--- config.mk ---
export PLATFORM = sky130hd
export DESIGN_NAME = ps2_scancode_decoder
export DESIGN_NICKNAME = d
export VERILOG_FILES = /design/src/rtl/ps2_scancode_decoder.sv
export SDC_FILE = /design/constraint.sdc
export NUM_CORES = 1
export LEC_CHECK = 0
export CAP_MARGIN = 20
export CORE_ASPECT_RATIO = 1.1
export CORE_MARGIN = 2
export CORE_UTILIZATION = 40
export DETAILED_ROUTE_END_ITERATION = 6
export DONT_BUFFER_PORTS = 1
export SLEW_MARGIN = 25
export SYNTH_ARGS = -nofsm -noshare
export SYNTH_HDL_FRONTEND = slang
export SYNTH_SLANG_ARGS = --single-unit
export TNS_END_PERCENT = 5
--- constraint.sdc ---
create_clock -name clk -period 5.62 [get_ports clk]
set_clock_uncertainty 0.2 [all_clocks]
set_input_delay 0 -clock clk [delete_from_list [all_inputs] [get_ports clk]]
set_output_delay 0 -clock clk [all_outputs]
set_load 0.03 [all_outputs]
--- src/rtl/ps2_scancode_decoder.sv ---
// rtl/ps2_scancode_decoder.sv - PS/2 set-2 scancode parser with modifier tracking and event FIFO
module ps2_scancode_decoder #(
  parameter int FIFO_DEPTH     = 4,
  parameter int TIMEOUT_CYCLES = 1000000
) (
  input  logic       clk,
  input  logic       reset,
  input  logic       byte_valid,
  input  logic [7:0] byte_data,
  output logic       evt_valid,
  input  logic       evt_ready,
  output logic [7:0] evt_code,
  output logic       evt_ext,
  output logic       evt_rel,
  output logic [3:0] mods,
  output logic       overflow,
  output logic       seq_abort
);

  localparam int AW = (FIFO_DEPTH > 1) ? $clog2(FIFO_DEPTH) : 1;
  localparam int TW = (TIMEOUT_CYCLES > 1) ? $clog2(TIMEOUT_CYCLES + 1) : 1;
  localparam logic [AW:0]   FULL_CNT = (AW+1)'(FIFO_DEPTH);
  localparam logic [TW-1:0] TMO_LAST = TW'(TIMEOUT_CYCLES - 1);

  localparam int K_LSHIFT = 0;
  localparam int K_RSHIFT = 1;
  localparam int K_LCTRL  = 2;
  localparam int K_RCTRL  = 3;
  localparam int K_LALT   = 4;
  localparam int K_RALT   = 5;
  localparam int K_CAPS   = 6;

  typedef enum logic [2:0] {IDLE, GOT_E0, GOT_F0, GOT_E0F0, PAUSE_SKIP} state_t;

  state_t          state_q, state_d, idle_state;
  logic [2:0]      skip_q, skip_d;
  logic [TW-1:0]   tmo_q, tmo_d;
  logic            abort_q, abort_d;
  logic            tmo_hit;

  logic            is_e0, is_f0, is_e1, is_prefix, is_ignored;
  logic            ev_push, ev_ext, ev_rel;
  logic [7:0]      ev_code;

  logic [6:0]      keys_q, keys_d;
  logic            caps_q, caps_d;
  logic            key_make;

  logic [9:0]      mem_q [FIFO_DEPTH];
  logic [AW-1:0]   wr_q, wr_d, rd_q, rd_d;
  logic [AW:0]     count_q, count_d;
  logic            ovf_q, ovf_d;
  logic            pop, push_ok;
  logic [9:0]      head;

  assign is_e0      = (byte_data == 8'hE0);
  assign is_f0      = (byte_data == 8'hF0);
  assign is_e1      = (byte_data == 8'hE1);
  assign is_prefix  = is_e0 | is_f0 | is_e1;
  assign is_ignored = (byte_data == 8'hFA) | (byte_data == 8'hAA) | (byte_data == 8'hFE) |
                      (byte_data == 8'hEE) | (byte_data == 8'h00) | (byte_data == 8'hFF);
  assign tmo_hit    = !byte_valid && (state_q != IDLE) && (tmo_q == TMO_LAST);

  // Where a prefix byte leads when seen from IDLE (also used to restart after an abort)
  always_comb begin
    idle_state = IDLE;
    if (is_e0)      idle_state = GOT_E0;
    else if (is_f0) idle_state = GOT_F0;
    else if (is_e1) idle_state = PAUSE_SKIP;
  end

  // Parser state, pause skip count and inter-byte timeout register
  always_ff @(posedge clk) begin
    if (reset) begin
      state_q <= IDLE;
      skip_q  <= '0;
      tmo_q   <= '0;
      abort_q <= 1'b0;
    end else begin
      state_q <= state_d;
      skip_q  <= skip_d;
      tmo_q   <= tmo_d;
      abort_q <= abort_d;
    end
  end

  // Next-state: byte arrivals advance the parser, silence outside IDLE runs the timeout
  always_comb begin
    state_d = state_q;
    skip_d  = skip_q;
    tmo_d   = tmo_q;
    if (byte_valid) begin
      tmo_d = '0;
      unique case (state_q)
        IDLE: begin
          state_d = idle_state;
          skip_d  = 3'd7;
        end
        GOT_E0: begin
          if (is_f0)      state_d = GOT_E0F0;
          else if (is_e0) state_d = GOT_E0;
          else            state_d = IDLE;
        end
        GOT_F0: begin
          if (is_f0) begin
            state_d = GOT_F0;
          end else if (is_prefix) begin
            state_d = idle_state;
            skip_d  = 3'd7;
          end else begin
            state_d = IDLE;
          end
        end
        GOT_E0F0: begin
          if (is_prefix) begin
            state_d = idle_state;
            skip_d  = 3'd7;
          end else begin
            state_d = IDLE;
          end
        end
        PAUSE_SKIP: begin
          skip_d = skip_q - 3'd1;
          if (skip_q == 3'd1) state_d = IDLE;
        end
        default: state_d = IDLE;
      endcase
    end else if (state_q != IDLE) begin
      if (tmo_hit) begin
        state_d = IDLE;
        tmo_d   = '0;
      end else begin
        tmo_d = tmo_q + TW'(1);
      end
    end
  end

  // Outputs of the parser: completed key events and the abort pulse
  always_comb begin
    ev_push = 1'b0;
    ev_ext  = 1'b0;
    ev_rel  = 1'b0;
    ev_code = byte_data;
    abort_d = tmo_hit;
    if (byte_valid) begin
      unique case (state_q)
        IDLE: ev_push = !is_prefix && !is_ignored;
        GOT_E0: begin
          ev_push = !is_f0 && !is_e0;
          ev_ext  = 1'b1;
        end
        GOT_F0: begin
          if (is_e0 || is_e1) abort_d = 1'b1;
          ev_push = !is_prefix;
          ev_rel  = 1'b1;
        end
        GOT_E0F0: begin
          abort_d = is_prefix;
          ev_push = !is_prefix;
          ev_ext  = 1'b1;
          ev_rel  = 1'b1;
        end
        PAUSE_SKIP: begin
          ev_push = (skip_q == 3'd1);
          ev_ext  = 1'b1;
          ev_code = 8'h77;
        end
        default: ev_push = 1'b0;
      endcase
    end
  end

  // Held-key flags and caps lock follow every generated event, dropped or not
  always_comb begin
    keys_d   = keys_q;
    caps_d   = caps_q;
    key_make = !ev_rel;
    if (ev_push) begin
      case ({ev_ext, ev_code})
        9'h012: keys_d[K_LSHIFT] = key_make;
        9'h059: keys_d[K_RSHIFT] = key_make;
        9'h014: keys_d[K_LCTRL]  = key_make;
        9'h114: keys_d[K_RCTRL]  = key_make;
        9'h011: keys_d[K_LALT]   = key_make;
        9'h111: keys_d[K_RALT]   = key_make;
        9'h058: begin
          // Typematic repeats arrive while held; only the first make toggles
          if (key_make && !keys_q[K_CAPS]) caps_d = !caps_q;
          keys_d[K_CAPS] = key_make;
        end
        default: keys_d = keys_q;
      endcase
    end
  end

  // Modifier state register
  always_ff @(posedge clk) begin
    if (reset) begin
      keys_q <= '0;
      caps_q <= 1'b0;
    end else begin
      keys_q <= keys_d;
      caps_q <= caps_d;
    end
  end

  assign pop     = evt_valid && evt_ready;
  // A full FIFO still accepts a push when the head leaves on the same edge
  assign push_ok = ev_push && ((count_q != FULL_CNT) || pop);

  // FIFO pointer, occupancy and sticky overflow next values
  always_comb begin
    wr_d    = wr_q + {{(AW-1){1'b0}}, push_ok};
    rd_d    = rd_q + {{(AW-1){1'b0}}, pop};
    count_d = count_q + {{AW{1'b0}}, push_ok} - {{AW{1'b0}}, pop};
    ovf_d   = ovf_q | (ev_push && !push_ok);
  end

  // FIFO control registers
  always_ff @(posedge clk) begin
    if (reset) begin
      wr_q    <= '0;
      rd_q    <= '0;
      count_q <= '0;
      ovf_q   <= 1'b0;
    end else begin
      wr_q    <= wr_d;
      rd_q    <= rd_d;
      count_q <= count_d;
      ovf_q   <= ovf_d;
    end
  end

  // FIFO storage; contents are only visible once counted, so no reset is needed
  always_ff @(posedge clk) begin
    if (!reset && push_ok) mem_q[wr_q] <= {ev_ext, ev_rel, ev_code};
  end

  assign head      = mem_q[rd_q];
  assign evt_valid = (count_q != '0);
  assign evt_ext   = evt_valid ? head[9] : 1'b0;
  assign evt_rel   = evt_valid ? head[8] : 1'b0;
  assign evt_code  = evt_valid ? head[7:0] : 8'h00;
  assign mods      = {caps_q, keys_q[K_LALT] | keys_q[K_RALT],
                      keys_q[K_LCTRL] | keys_q[K_RCTRL], keys_q[K_LSHIFT] | keys_q[K_RSHIFT]};
  assign overflow  = ovf_q;
  assign seq_abort = abort_q;

endmodule

# Yosys cells after proc, flatten, opt, wreduce, memory -nomap -nowiden

Memory sizes are Yosys's and may differ from the RTL's. A register that Yosys moved wholly into a read port is not among the register bits.
Index checks and enable logic that the tools add are counted.

Flip-flop bits (word level): 43
Memory bits (writable): 40
Input port bits: 12
Output and inout bits: 17
Word-level logic and storage cells: 132
Memories kept: 1

Memory list:

| name  | depth | width | read ports | clocked after Yosys merged registers in | write ports | RTL line | RTL |
|---|---|---|---|---|---|---|---|
| mem_q | 4     | 10    | 1          | 1                                       | 1           | 49       | `logic [9:0] mem_q [FIFO_DEPTH];` |

Add/sub/neg operators: 6
Eq/ne operators: 24
Multiplexer cells: 33
Bitwise logic cells: 11
Reductions and logical operators: 41

Operators by type and width:

| cell                                           | count |
|---|---|
| == test 8 bit (second input constant)          | 8 |
| 2-to-1 mux 3 bit                               | 11 |
| == test 9 x 5 -> 1 bit (second input constant) | 3 |
| 2-to-1 mux 8 bit                               | 3 |
| adder 20 x 1 -> 20 bit (second input constant) | 1 |
| == test 20 bit (second input constant)         | 1 |
| 2-to-1 mux 20 bit                              | 1 |
| == test 9 x 7 -> 1 bit (second input constant) | 2 |
| == test 9 bit (second input constant)          | 2 |
| case mux 3 bit (5 select lines)                | 1 |
| AND reduction 2 bit                            | 7 |
| 2-to-1 mux 1 bit                               | 12 |
| case mux 3 bit (4 select lines)                | 1 |
| OR 1 bit                                       | 11 |
| zero test 1 bit                                | 10 |
| logical AND 1 bit                              | 9 |
| AND reduction 3 bit                            | 3 |
| zero test 8 bit                                | 1 |
| == test 3 x 1 -> 1 bit (second input constant) | 2 |
| == test 3 x 2 -> 1 bit (second input constant) | 2 |
| inequality test 3 bit (second input constant)  | 2 |
| nonzero test 3 bit                             | 2 |
| adder 2 x 1 -> 2 bit                           | 2 |
| 2-to-1 mux 2 bit                               | 2 |
| other kinds (13)                               | 16 |

# Logic depth before layout (Yosys ltp)

Gate-level depths: netlist of the first run.

Depth in word-level cells: 14
Gate-level depth with buffers: 13
Mapped depth without buffers: 13

# Worst setup path before layout of the first run

Ideal clock, no wire load.

Kind: register to register
Start: reg state_q[2]
End: mem mem_q[2][0], enable pin
Setup time: 407 ps
Data arrival time: 2,347 ps
Data required time: 5,013 ps
Setup slack: 2,666 ps
Cell stages (with the launch flop): 7
Path buffers: 1
Period minus slack after synthesis: 2,954 ps
Cells stage by stage: dfxtp_1 buf_2 and2b_1 o311ai_1 a211oi_2 o21ai_2 nor4b_1

Cells in the longest elaborated chain, start to end: 8
Elaborated cells between the ends (all ways): 12
Those cells by class: 4 x eq/ne; 4 x mux; 4 x reduce/logical

RTL lines:

| element                                    | RTL line | RTL |
|---|---|---|
| start, declared                            | 35       | `state_t state_q, state_d, idle_state;` |
| start signal, assigned                     | 80       | `state_q <= state_d;` |
| == test 3 x 2 -> 1 bit                     | 146      | `unique case (state_q)` |
| OR reduction 2 bit (no line)               | --       |  |
| case mux 1 bit (4 select lines) (*)        | 146      |  |
| 2-to-1 mux 1 bit (*)                       | 145      | `if (byte_valid) begin` |
| logical AND 1 bit (*)                      | 209      | `assign push_ok = ev_push && ((count_q != FULL_CNT) \|\| pop);` |
| logical AND 1 bit (*)                      | 236      | `if (!reset && push_ok) mem_q[wr_q] <= {ev_ext, ev_rel, ev_code};` |
| 2-to-1 mux 1 bit (*)                       | 236      |  |
| 2-to-1 mux 1 bit (implied by the code) (*) | 236      |  |
| end, declared                              | 49       |  |

Every way passes the cells marked *; elsewhere a longest branch is shown, timed or not.

# Worst setup path in the final report of the first run

Start: in byte_data[2]
End: reg count_q[2]

Cells in the longest elaborated chain, start to end: 13
Elaborated cells between the ends (all ways): 27
Those cells by class: 2 x add/sub; 8 x eq/ne; 2 x mux; 7 x bitwise; 8 x reduce/logical

RTL lines:

| element                             | RTL line | RTL |
|---|---|---|
| start, declared                     | 9        | `input logic [7:0] byte_data,` |
| == test 8 bit                       | 60       | `assign is_ignored = (byte_data == 8'hFA) \| (byte_data == 8'hAA) \| (byte_data == 8'hFE) \|` |
| OR 1 bit (3 in series)              | 60       |  |
| OR 1 bit (2 in series)              | 61       | `(byte_data == 8'hEE) \| (byte_data == 8'h00) \| (byte_data == 8'hFF);` |
| zero test 1 bit                     | 147      | `IDLE: ev_push = !is_prefix && !is_ignored;` |
| logical AND 1 bit                   | 147      |  |
| case mux 1 bit (4 select lines) (*) | 146      |  |
| 2-to-1 mux 1 bit (*)                | 145      |  |
| logical AND 1 bit (*)               | 209      |  |
| adder 3 x 1 -> 3 bit (*)            | 215      | `count_d = count_q + {{AW{1'b0}}, push_ok} - {{AW{1'b0}}, pop};` |
| subtractor 3 x 1 -> 3 bit (*)       | 215      |  |
| end signal, assigned                | 229      | `count_q <= count_d;` |
| end, declared                       | 51       | `logic [AW:0] count_q, count_d;` |

Marks and branches as above.
A chain may end at the register's enable or synchronous reset.

==> run_results.csv, run 1 <==
group,metric,value,unit
status,status,"finished, final reports clean",
yosys,synthArstFlopShare,0,
floorplanning,start_util,0.415,
setup_path,slowest_stage,"dlygate4sd3_1",
yosys,ys_top_cells_by_area,"edfxtp_1 31%, dfxtp_1 22%, mux4_2 5.7%",
yosys,yosysTopAreaCell,"edfxtp_1",
hold_path,min_from,"evt_ready",
global_route,track_usage,0.161,
setup_path,critPathLaunch,"byte_data[2]",
floorplanning,die_area,10600,sq um
drt,firstDrtPassIters,4,
timing,rsz0062_at_grt,"false",
clock_tree,cts_setup_buffers,0,
global_route,antenna_found_initial,0,
finish,fin_nets,383,
hold_path,worstHoldPathType,"in2reg",
global_route,globalRouteOverflowTotal,0,
drt,drt_iter0_markers,125,
drt,ant_nets,0,
global_route,grt_pass1_vias,2681,
finish,diodes,0,
floorplanning,dieHeight,108,um
global_route,grt_max_degree,32,
drt,via_count,2599,
setup_path,path_max_fanout,6,
power_and_ir_drop,vdd_drop_max,0.000152,V
clock_tree,cts_resized,0,
clock_tree,clkTransAtPathRegs,80,ps
drt,drc,0,
yosys,yosys_warnings,0,
timing,worstMarginPinSlew,730,ps
yosys,synthesis.area,3920,sq um
floorplanning,die_w,98.4,um
finish,syn_to_final_growth,13.2,%
setup_path,critical_path.cell_chain,"dlygate4sd3_1, or3_1, a211oi_1, a211oi_2, nor3b_2, o21bai_1, ha_1, inv_1, fa_1, xor2_1, xnor2_1, nor2_1",
power_and_ir_drop,combPwrFrac,0.229,
yosys,synth_top_family_by_area,"simple AND/OR/NAND/NOR gates",
yosys,synth.area.mux_share,0.0626,
setup_path,worstPathRequired,5670,ps
power_and_ir_drop,p_leak,1.48,nW
floorplanning,core,9440,sq um
global_route,grt-busiest-layer,"met2",
clock_tree,cts-root-buf,"clkbuf_8",
placed_design,placed_area,4040,sq um
timing,tns,0,ps
power_and_ir_drop,switching_share,0.326,
yosys,synth-seq-cells,83,
power_and_ir_drop,p_sw,0.000464,W
yosys,yosys.area_share.adder,0.0243,
power_and_ir_drop,pwr_density_cell,320,nW/um^2
yosys,synth-edff-count,40,
setup_path,worst_setup_path_start_kind,"primary input",
power_and_ir_drop,seqPwrFrac,0.499,
setup_path,cpPeakStageDelay,630,ps
setup_path,worst-path-buf-inv,2,
global_route,met2_usage,0.264,
clock_tree,cts_buffers,9,
yosys,synth_top_cell_area_share,0.306,
power_and_ir_drop,internal-power,0.000958,W
yosys,synth-xor-area-share,0.0514,
yosys,syn-num-nets,365,
finish,drive_gt1_frac,0.163,
timing,drv_slew,0,
yosys,synth.distinct_cells,59,
global_route,grt_util_met1,0.200,
timing,relSlewSlack,0.513,
setup_path,cp_top_family,"simple AND/OR/NAND/NOR gates",
floorplanning,boundaryPins,29,
timing,timing.fmax,345,MHz
global_route,grt_pass1_wl,13200,um
setup_path,rr_startpoint,"state_q[1]$_SDFFE_PP0P_",
clock_tree,clock_path_buffers,2,
drt,vias_per_cell,5.35,
setup_path,end_kind,"register",
yosys,synthSimpleGateAreaFrac,0.233,
timing,worst_slack,2730,ps
global_route,grtUsageMet3,0.0448,
yosys,synth.avg_cell_area,11.3,sq um
yosys,ys.flop_type,"dfxtp_1",
drt,routed_wirelength,7760,um
finish,finish.instance_area,4440,sq um
clock_tree,cts_max_level,3,
placed_design,io_buffers,0,
placed_design,dp.final_hpwl,5200,um
yosys,synth_cells,346,
drt,wire_per_inst,16.0,um
timing,setup_violations,0,
setup_path,critPathKind,"in2reg",
floorplanning,rows,37,
clock_tree,clock-sinks,83,
clock_tree,clock_latency,360,ps
yosys,ys_seq_area_frac,0.526,
power_and_ir_drop,clockPowerShare,0.272,
timing,fin_crit,2890,ps
timing,timing.final.crit_share,0.515,
clock_tree,cts_tree,"built",
placed_design,dp_slack,2760,ps
setup_path,crit_arrival,2940,ps
placed_design,gp_congestion,0.800,
finish,fillers,897,
timing,hold_viol_final,0,
yosys,synth_compound_gate_area_share,0.0734,
run,cap_violations,0,
[metrics by stage]
stage / hold WS, ps / instances / util / total power [W]
after global routing: 59.5 / 486 / 0.470 / 0.00150
after floorplan: -15.2 / 346 / - / 0.000997
after global placement: -129 / 449 / 0.427 / 0.00103
after CTS: 3.02 / 486 / 0.470 / 0.00144
after detailed placement: -127 / 449 / 0.428 / 0.00104
final: 15.9 / 486 / 0.470 / 0.00142
[power by group through the flow]
stage               logic (W)  clock network (W)  registers (W)
floorplan            0.000303                  0       0.000694
global route         0.000354           0.000425       0.000718
global placement     0.000310                  0       0.000724
finish               0.000326           0.000387       0.000709
CTS                  0.000333           0.000399       0.000712
detailed placement   0.000314                  0       0.000726
[cells in the final DEF (no fill, tap or decap), types with 3 or more instances in the layout]
cell / instances
and4_1: 4
inv_1: 9
or2_2: 11
nor3_1: 5
a211oi_2: 3
nor4b_1: 4
buf_4: 4
clkbuf_8: 9
a21oi_1: 8
a211oi_1: 5
ha_1: 6
nor2_1: 41
nand2_1: 15
xnor2_1: 6
edfxtp_1: 40
nor3b_1: 3
nand2b_1: 7
nand4_1: 8
dfxtp_1: 43
or2_1: 4
or3_1: 6
o21ai_0: 3
nor2b_1: 9
nand3_1: 10
dlygate4sd3_1: 20
and2_1: 11
mux4_2: 10
xor2_1: 17
[metal layers]
layer,routed length [um],up-vias
li1,-,1290
met1,3560,1255
met2,3760,43
met3,302,11
met4,139,0
met5,0,-
[flip-flops by register name, indices dropped and copies added, names as in the netlist, 2 cells and up]
register,count
wr_q,2
keys_q,7
skip_q,3
mem_q,40
state_q,3
tmo_q,20
rd_q,2
count_q,3
[path summary, 6_finish.rpt]
check | slack (ps) | cells past startpoint | endpoint
worst max-delay path | 2730 | 12 | count_q[2]$_SDFF_PP0_
worst min-delay path | 20 | 5 | wr_q[0]$_SDFF_PP0_
worst max register to register | 2730 | 11 | count_q[2]$_SDFF_PP0_
worst min register to register | 290 | 2 | keys_q[2]$_SDFFE_PP0P_
[worst reg2reg max path: stages, from the launching register on]
cell	delay (ps)
dfxtp_1	600
nand2b_1	130
a2111oi_2	400
a211oi_2	120
nor3b_2	250
o21bai_1	150
ha_1	160
inv_1	40
fa_1	370
xor2_1	160
xnor2_1	150
nor2_1	50
[cell type report]
type                    instances  area [sq um]  area share
inverters                       9          33.8     0.00761
flip-flops and latches         83          2060       0.464
clock buffers                  10           128      0.0287
well taps                     117           146      0.0330
multi-input cells             236          1770       0.399
repair buffers                 25           250      0.0564
clock inverters                 6          48.8      0.0110
[synthesized netlist by cell type, types with 2 or more instances]
cell / count
o21bai_1: 2
a211oi_2: 3
nor2_1: 41
o311ai_1: 2
dfxtp_1: 43
or2_2: 11
o21ai_0: 3
nor3b_1: 3
xor2_1: 17
nor3_1: 5
ha_1: 6
a21oi_1: 8
nand4_1: 8
xnor2_1: 6
nor4b_1: 6
nor2b_1: 9
and2b_1: 2
a31oi_1: 2
or2_1: 4
a211oi_1: 5
mux2i_1: 2
and4_1: 4
and2_1: 11
clkbuf_1: 8
nor3b_2: 2
nand3_1: 10
inv_1: 9
edfxtp_1: 40
or3_1: 6
nand2b_1: 7
mux4_2: 10
buf_2: 8
nand2_1: 15
nor3_2: 2
o32ai_1: 2
[cell families (layout without fill, tap and decap cells)]
logic type	Yosys count	after routing
xor gates and xnor gates	23	23
AOI/OAI and AO/OA	38	38
DFF	83	83
and+or+nand+nor	156	156
buffers and inverters	27	50
muxes	12	12
adders and majority gates	7	7
[repair_timing]
item / in CTS / in global routing
hold buffers: 21 / 0
hold endpoints to repair: 101 / 0
setup endpoints to repair: 0 / 0
No activity file was read; power rests on OpenSTA's default activity.
==> run 2: changes to the inputs <==
Settings changed: ABC_AREA from default to 1.
Clock period 5.62 ns to 2.97 ns, I/O delays scaled along.
==> run_results.csv, run 2 <==
group,metric,value,unit
placed_design,placed_area,4230,sq um
drt,routed_wirelength,9210,um
setup_path,worstPathRequired,2990,ps
finish,layout_commonest_cell,"nor2_1",
yosys,yosys-top-cells-count,"88 x nor2_1, 83 x nand2_1, 61 x inv_1",
yosys,synth-seq-cells,83,
power_and_ir_drop,p_leak,1.80,nW
yosys,ys.flop_type,"dfxtp_1",
finish,largest-register,"mem_q",
drt,via_count,3396,
clock_tree,clock_path_buffers,2,
setup_path,path_max_fanout,11,
clock_tree,clock_latency,360,ps
power_and_ir_drop,vdd_drop_max,0.000241,V
floorplanning,die_area,11000,sq um
yosys,yosys_warnings,0,
finish,drive_gt1_frac,0.100,
yosys,synthesis.area,4080,sq um
setup_path,critPathKind,"reg2reg",
global_route,track_usage,0.177,
run,cap_violations,0,
finish,fillers,963,
yosys,yosys.area_share.adder,0.0233,
floorplanning,core,9890,sq um
status,status,"finished, final reports clean",
timing,hold_viol_final,0,
yosys,synth.distinct_cells,41,
timing,rsz0062_at_grt,"false",
yosys,synth_compound_gate_area_share,0.105,
global_route,grt_max_degree,23,
placed_design,placedCellCount,617,
finish,finish.instance_area,4700,sq um
finish,largest_register_ffs,40,
timing,setup_violations,0,
yosys,ys_top_cells_by_area,"edfxtp_1 29%, dfxtp_1 21%, nor2_1 8.1%",
finish,instances_no_fill,658,
setup_path,slowest_stage,"dlygate4sd3_1",
yosys,synth_top_family_by_area,"simple AND/OR/NAND/NOR gates",
timing,drv_slew,0,
yosys,synth.avg_cell_area,8.15,sq um
yosys,synthArstFlopShare,0,
floorplanning,start_util,0.413,
setup_path,cpPeakStageDelay,610,ps
global_route,grt_pass1_wl,15100,um
finish,syn_to_final_growth,15.2,%
placed_design,dp_slack,401,ps
drt,vias_per_cell,5.16,
clock_tree,cts_buffers,9,
yosys,synth_cells,501,
timing,worstMarginPinSlew,933,ps
drt,ant_nets,0,
timing,fin_crit,2760,ps
drt,wire_per_inst,14.0,um
finish,diodes,0,
yosys,ys_seq_area_frac,0.505,
finish,fin_nets,552,
setup_path,end_kind,"register",
yosys,synthSimpleGateAreaFrac,0.279,
setup_path,cpMostUsedCell,"dlygate4sd3_1",
yosys,synth-xor-area-share,0.0129,
placed_design,gp_congestion,0.899,
timing,timing.final.crit_share,0.931,
clock_tree,cts_max_level,3,
floorplanning,boundaryPins,29,
finish,reg_top3,"mem_q: 40 flops, tmo_q: 20 flops, keys_q: 7 flops",
drt,firstDrtPassIters,5,
global_route,grt_pass1_vias,3219,
hold_path,worstHoldPathType,"in2reg",
power_and_ir_drop,pwr_density_cell,635,nW/um^2
clock_tree,cts_tree,"built",
floorplanning,dieHeight,110,um
yosys,synth_top_cell_area_share,0.294,
timing,worst_slack,206,ps
drt,drc,0,
finish,seq_area,2060,sq um
setup_path,worst_setup_path_start_kind,"register",
global_route,antenna_found_initial,0,
drt,drt_iter0_markers,206,
finish,multiInputGateArea,1720,sq um
clock_tree,cts-root-buf,"clkbuf_8",
yosys,syn-num-nets,520,
clock_tree,cts_setup_buffers,0,
placed_design,dp.final_hpwl,6370,um
floorplanning,rows,38,
setup_path,crit_arrival,2790,ps
floorplanning,die_w,100,um
yosys,yosysMostFrequentCell,"nor2_1",
yosys,synth-edff-count,40,
yosys,synth.area.mux_share,0,
timing,timing.fmax,362,MHz
global_route,globalRouteOverflowTotal,0,
placed_design,io_buffers,0,
clock_tree,clock-sinks,83,
timing,tns,0,ps
finish,final_cell_mix,"87 x nor2_1, 81 x nand2_1, 60 x inv_1",
clock_tree,clkTransAtPathRegs,100,ps
setup_path,critical_path.cell_chain,"nor2_2, nand3_2, inv_2, nor4_2, dlygate4sd3_1, nand4_1, dlygate4sd3_1, a21oi_1",
yosys,yosysTopAreaCell,"edfxtp_1",
timing,relSlewSlack,0.376,
-- run 2: cell types whose count changed after synthesis, sizes merged, moves of 7 or more --
cell and change:
xor2 -15, nand3 +13, inv +55, o21ai +26
nand2b -7, nand2 +72, nor2 +53, a21oi +28
mux4 -10, or2 -9, nor2b -9, and2 -11
nor3 +14
-- run 2: kinds of logic after synthesis --
kind of cell	Yosys count
simple gates	250
flops	83
compound gates	78
buf+inv	77
fa+ha+maj	7
xor+xnor	6
-- run 2: cell type report --
type	instances	share of cell area
clock buffers	9	0.0263
well taps	120	0.0319
multi-input cells	341	0.366
inverters	65	0.0519
clock inverters	7	0.0186
flip-flops and latches	83	0.438
repair buffers	33	0.0665
-- run 2: per-layer routing --
layer / part of all wire / GRT usage / vias up
li1: - / - / 1730
met1: 0.44 / 0.211 / 1553
met2: 0.49 / 0.308 / 101
met3: 0.061 / 0.0490 / 12
met4: 0.011 / 0.0597 / 0
met5: 0 / 0 / -
-- run 2: path summary, 6_finish.rpt --
check,to,from,slack [ps],depth (start not counted)
setup / recovery,keys_q[3]$_SDFFE_PP0P_,state_q[0]$_SDFFE_PP0P_,210,8
hold / removal,skip_q[0]$_SDFFE_PP0P_,byte_data[1],70,5
setup reg to reg,keys_q[3]$_SDFFE_PP0P_,state_q[0]$_SDFFE_PP0P_,210,8
hold reg to reg,keys_q[1]$_SDFFE_PP0P_,keys_q[1]$_SDFFE_PP0P_,260,2
-- run 2: repair_timing --
action                     in CTS  in global routing
hold endpoints to repair       73                  0
hold buffers                   26                  0
setup endpoints to repair       0                  7
gates resized for setup         0                  5
-- run 2: critical path, delay by kind of cell (launching register included) --
kind,cells,cell delay (ps)
simple gates,4,600
compound gates,1,60
buf+inv,3,1370
flops,1,390
-- run 2: report_power, final --
part           switching [W]  leakage (nW)  total [W]  internal, W
Combinational       0.000576         0.978   0.000777     0.000201
Clock               0.000462         0.109   0.000875     0.000412
Sequential         0.0000753         0.712    0.00134      0.00126
Total                0.00111          1.80    0.00299      0.00188
-- run 2: metrics by stage --
step | hold slack [ps] | util | power (W)
floorplan | -13.6 | - | 0.00197
global placement | -131 | 0.428 | 0.00210
detailed placement | -128 | 0.428 | 0.00212
CTS | 56.6 | 0.476 | 0.00302
global route | 114 | 0.476 | 0.00317
finish | 68.8 | 0.476 | 0.00299
==> run 3: changes to the inputs <==
Settings changed: GPL_TIMING_DRIVEN from default to 0.
==> run_results.csv, run 3 (synthesized netlist as in run 2, its figures left out) <==
group,metric,value,unit
floorplanning,rows,38,
status,status,"finished, final reports clean",
global_route,grt_max_degree,17,
drt,met2WireLength,4430,um
drt,drt_iter0_markers,230,
power_and_ir_drop,switching_share,0.358,
finish,fin_nets,554,
setup_path,critPathKind,"reg2reg",
drt,drc,0,
drt,firstDrtPassIters,4,
placed_design,io_buffers,0,
setup_path,end_kind,"register",
placed_design,gp_congestion,0.866,
timing,fin_hold_ws,84.9,ps
clock_tree,cts_buffers,9,
timing,timing.final.crit_share,0.924,
floorplanning,boundaryPins,29,
floorplanning,die_area,11000,sq um
power_and_ir_drop,pwr_density_cell,668,nW/um^2
power_and_ir_drop,clockPowerShare,0.323,
finish,largest-register,"mem_q",
timing,setup_violations,0,
power_and_ir_drop,internal-power,0.00203,W
finish,finish.instance_area,4740,sq um
drt,routed_wirelength,9060,um
setup_path,worst_setup_path_start_kind,"register",
clock_tree,cts_max_level,3,
placed_design,placedCellCount,624,
finish,largest_register_ffs,40,
finish,drive_gt1_frac,0.100,
setup_path,crit_arrival,2830,ps
finish,final_cell_mix,"88 x nor2_1, 83 x nand2_1, 61 x inv_1",
finish,syn_to_final_growth,16.2,%
global_route,globalRouteOverflowTotal,0,
finish,layout_commonest_cell,"nor2_1",
setup_path,worstPathRequired,3060,ps
power_and_ir_drop,seqPwrFrac,0.414,
timing,worstMarginPinSlew,751,ps
run,cap_violations,0,
drt,vias_per_cell,5.07,
clock_tree,clock_latency,370,ps
drt,dr.max_layer_used,"met4",
clock_tree,cts_tree,"built",
clock_tree,clock-sinks,83,
placed_design,placed_area,4280,sq um
floorplanning,start_util,0.413,
timing,rsz0062_at_grt,"false",
floorplanning,dieHeight,110,um
placed_design,dp.final_hpwl,6520,um
clock_tree,clkTransAtPathRegs,100,ps
finish,fin_util,0.480,
power_and_ir_drop,p_sw,0.00114,W
setup_path,path_max_fanout,6,
drt,wl_met1,4030,um
timing,hold_viol_final,0,
floorplanning,core,9890,sq um
global_route,grt_pass1_vias,3282,
power_and_ir_drop,p_leak,1.81,nW
timing,relSlewSlack,0.501,
global_route,grt_pass1_wl,14900,um
finish,reg_top3,"mem_q: 40 flops, tmo_q: 20 flops, keys_q: 7 flops",
timing,fin_crit,2750,ps
drt,dr_wl_met3,337,um
drt,ant_nets,0,
clock_tree,clock_path_buffers,2,
clock_tree,cts-root-buf,"clkbuf_8",
finish,diodes,0,
floorplanning,die_w,100,um
hold_path,worstHoldPathType,"in2reg",
finish,instances_no_fill,660,
power_and_ir_drop,vdd_drop_max,0.000358,V
timing,drv_slew,0,
global_route,antenna_found_initial,0,
drt,wire_per_inst,13.7,um
global_route,track_usage,0.174,
drt,via_count,3347,
power_and_ir_drop,combPwrFrac,0.263,
timing,timing.fmax,364,MHz
power_and_ir_drop,total_power,0.00317,W
run 3: cell types whose count changed in the layout (fill, tap and decap cells not counted), sizes merged:
cell / change
bufinv: +2
clkinv: +2
clkbuf: +8
buf: -1
inv: -4
dlygate4sd3: -5
run 3: stage by stage:
step	setup WS, ps	setup TNS [ps]
2_1_floorplan	370	0
3_3_place_gp	-444	-15160
3_5_place_dp	161	0
4_1_cts	106	0
5_1_grt	2.78	0
6_report	225	0
run 3: worst paths after layout:
| kind | startpoint | to | slack (ps) | cells past startpoint |
|---|---|---|---|---|
| setup / recovery | state_q[2]$_SDFFE_PP0P_ | count_q[2]$_SDFF_PP0_ | 220 | 16 |
| hold / removal | byte_data[5] | skip_q[0]$_SDFFE_PP0P_ | 80 | 6 |
| setup reg to reg | state_q[2]$_SDFFE_PP0P_ | count_q[2]$_SDFF_PP0_ | 220 | 16 |
| hold reg to reg | keys_q[3]$_SDFFE_PP0P_ | keys_q[3]$_SDFFE_PP0P_ | 260 | 2 |
run 3: power by group through the flow:
stage               logic (W)  clock network [W]  registers (W)
finish               0.000832            0.00102        0.00131
detailed placement   0.000811                  0        0.00134
global route         0.000905            0.00109        0.00132
floorplan            0.000648                  0        0.00133
CTS                  0.000834            0.00104        0.00131
global placement     0.000785                  0        0.00133
run 3: cell type report:
cell class / count / area (sq um)
Buffer: 12 / 61.3
Clock buffer: 9 / 124
Clock inverter: 7 / 135
Fill cell: 973 / 5140
Inverter: 65 / 244
Multi-Input combinational cell: 341 / 1740
Sequential cell: 83 / 2060
Tap cell: 120 / 150
Timing Repair Buffer: 23 / 225
run 3: repair_timing:
action                     in CTS  in global routing
hold buffers                   20                  0
buffers inserted                0                  0
resized for setup               0                  3
setup endpoints to repair       0                 12
hold endpoints to repair       94                  0
run 3: critical path: stages (launching register included):
cell     delay [ps]
dfxtp_1         390
nor2_2          150
nand2_2         110
inv_2           140
nand2_1          70
nor2_1          100
nand3_1         120
nand2_1         110
nand2_1         110
nor2_4          140
xor2_1          180
ha_1            170
inv_1            50
fa_1            340
inv_1            70
o21ai_0          80
a21oi_1         120
run 3: layer usage:
metal	global-route usage	up-vias
met5	0	-
met4	0.0978	0
met3	0.0343	29
met2	0.302	78
met1	0.201	1509
li1	-	1731
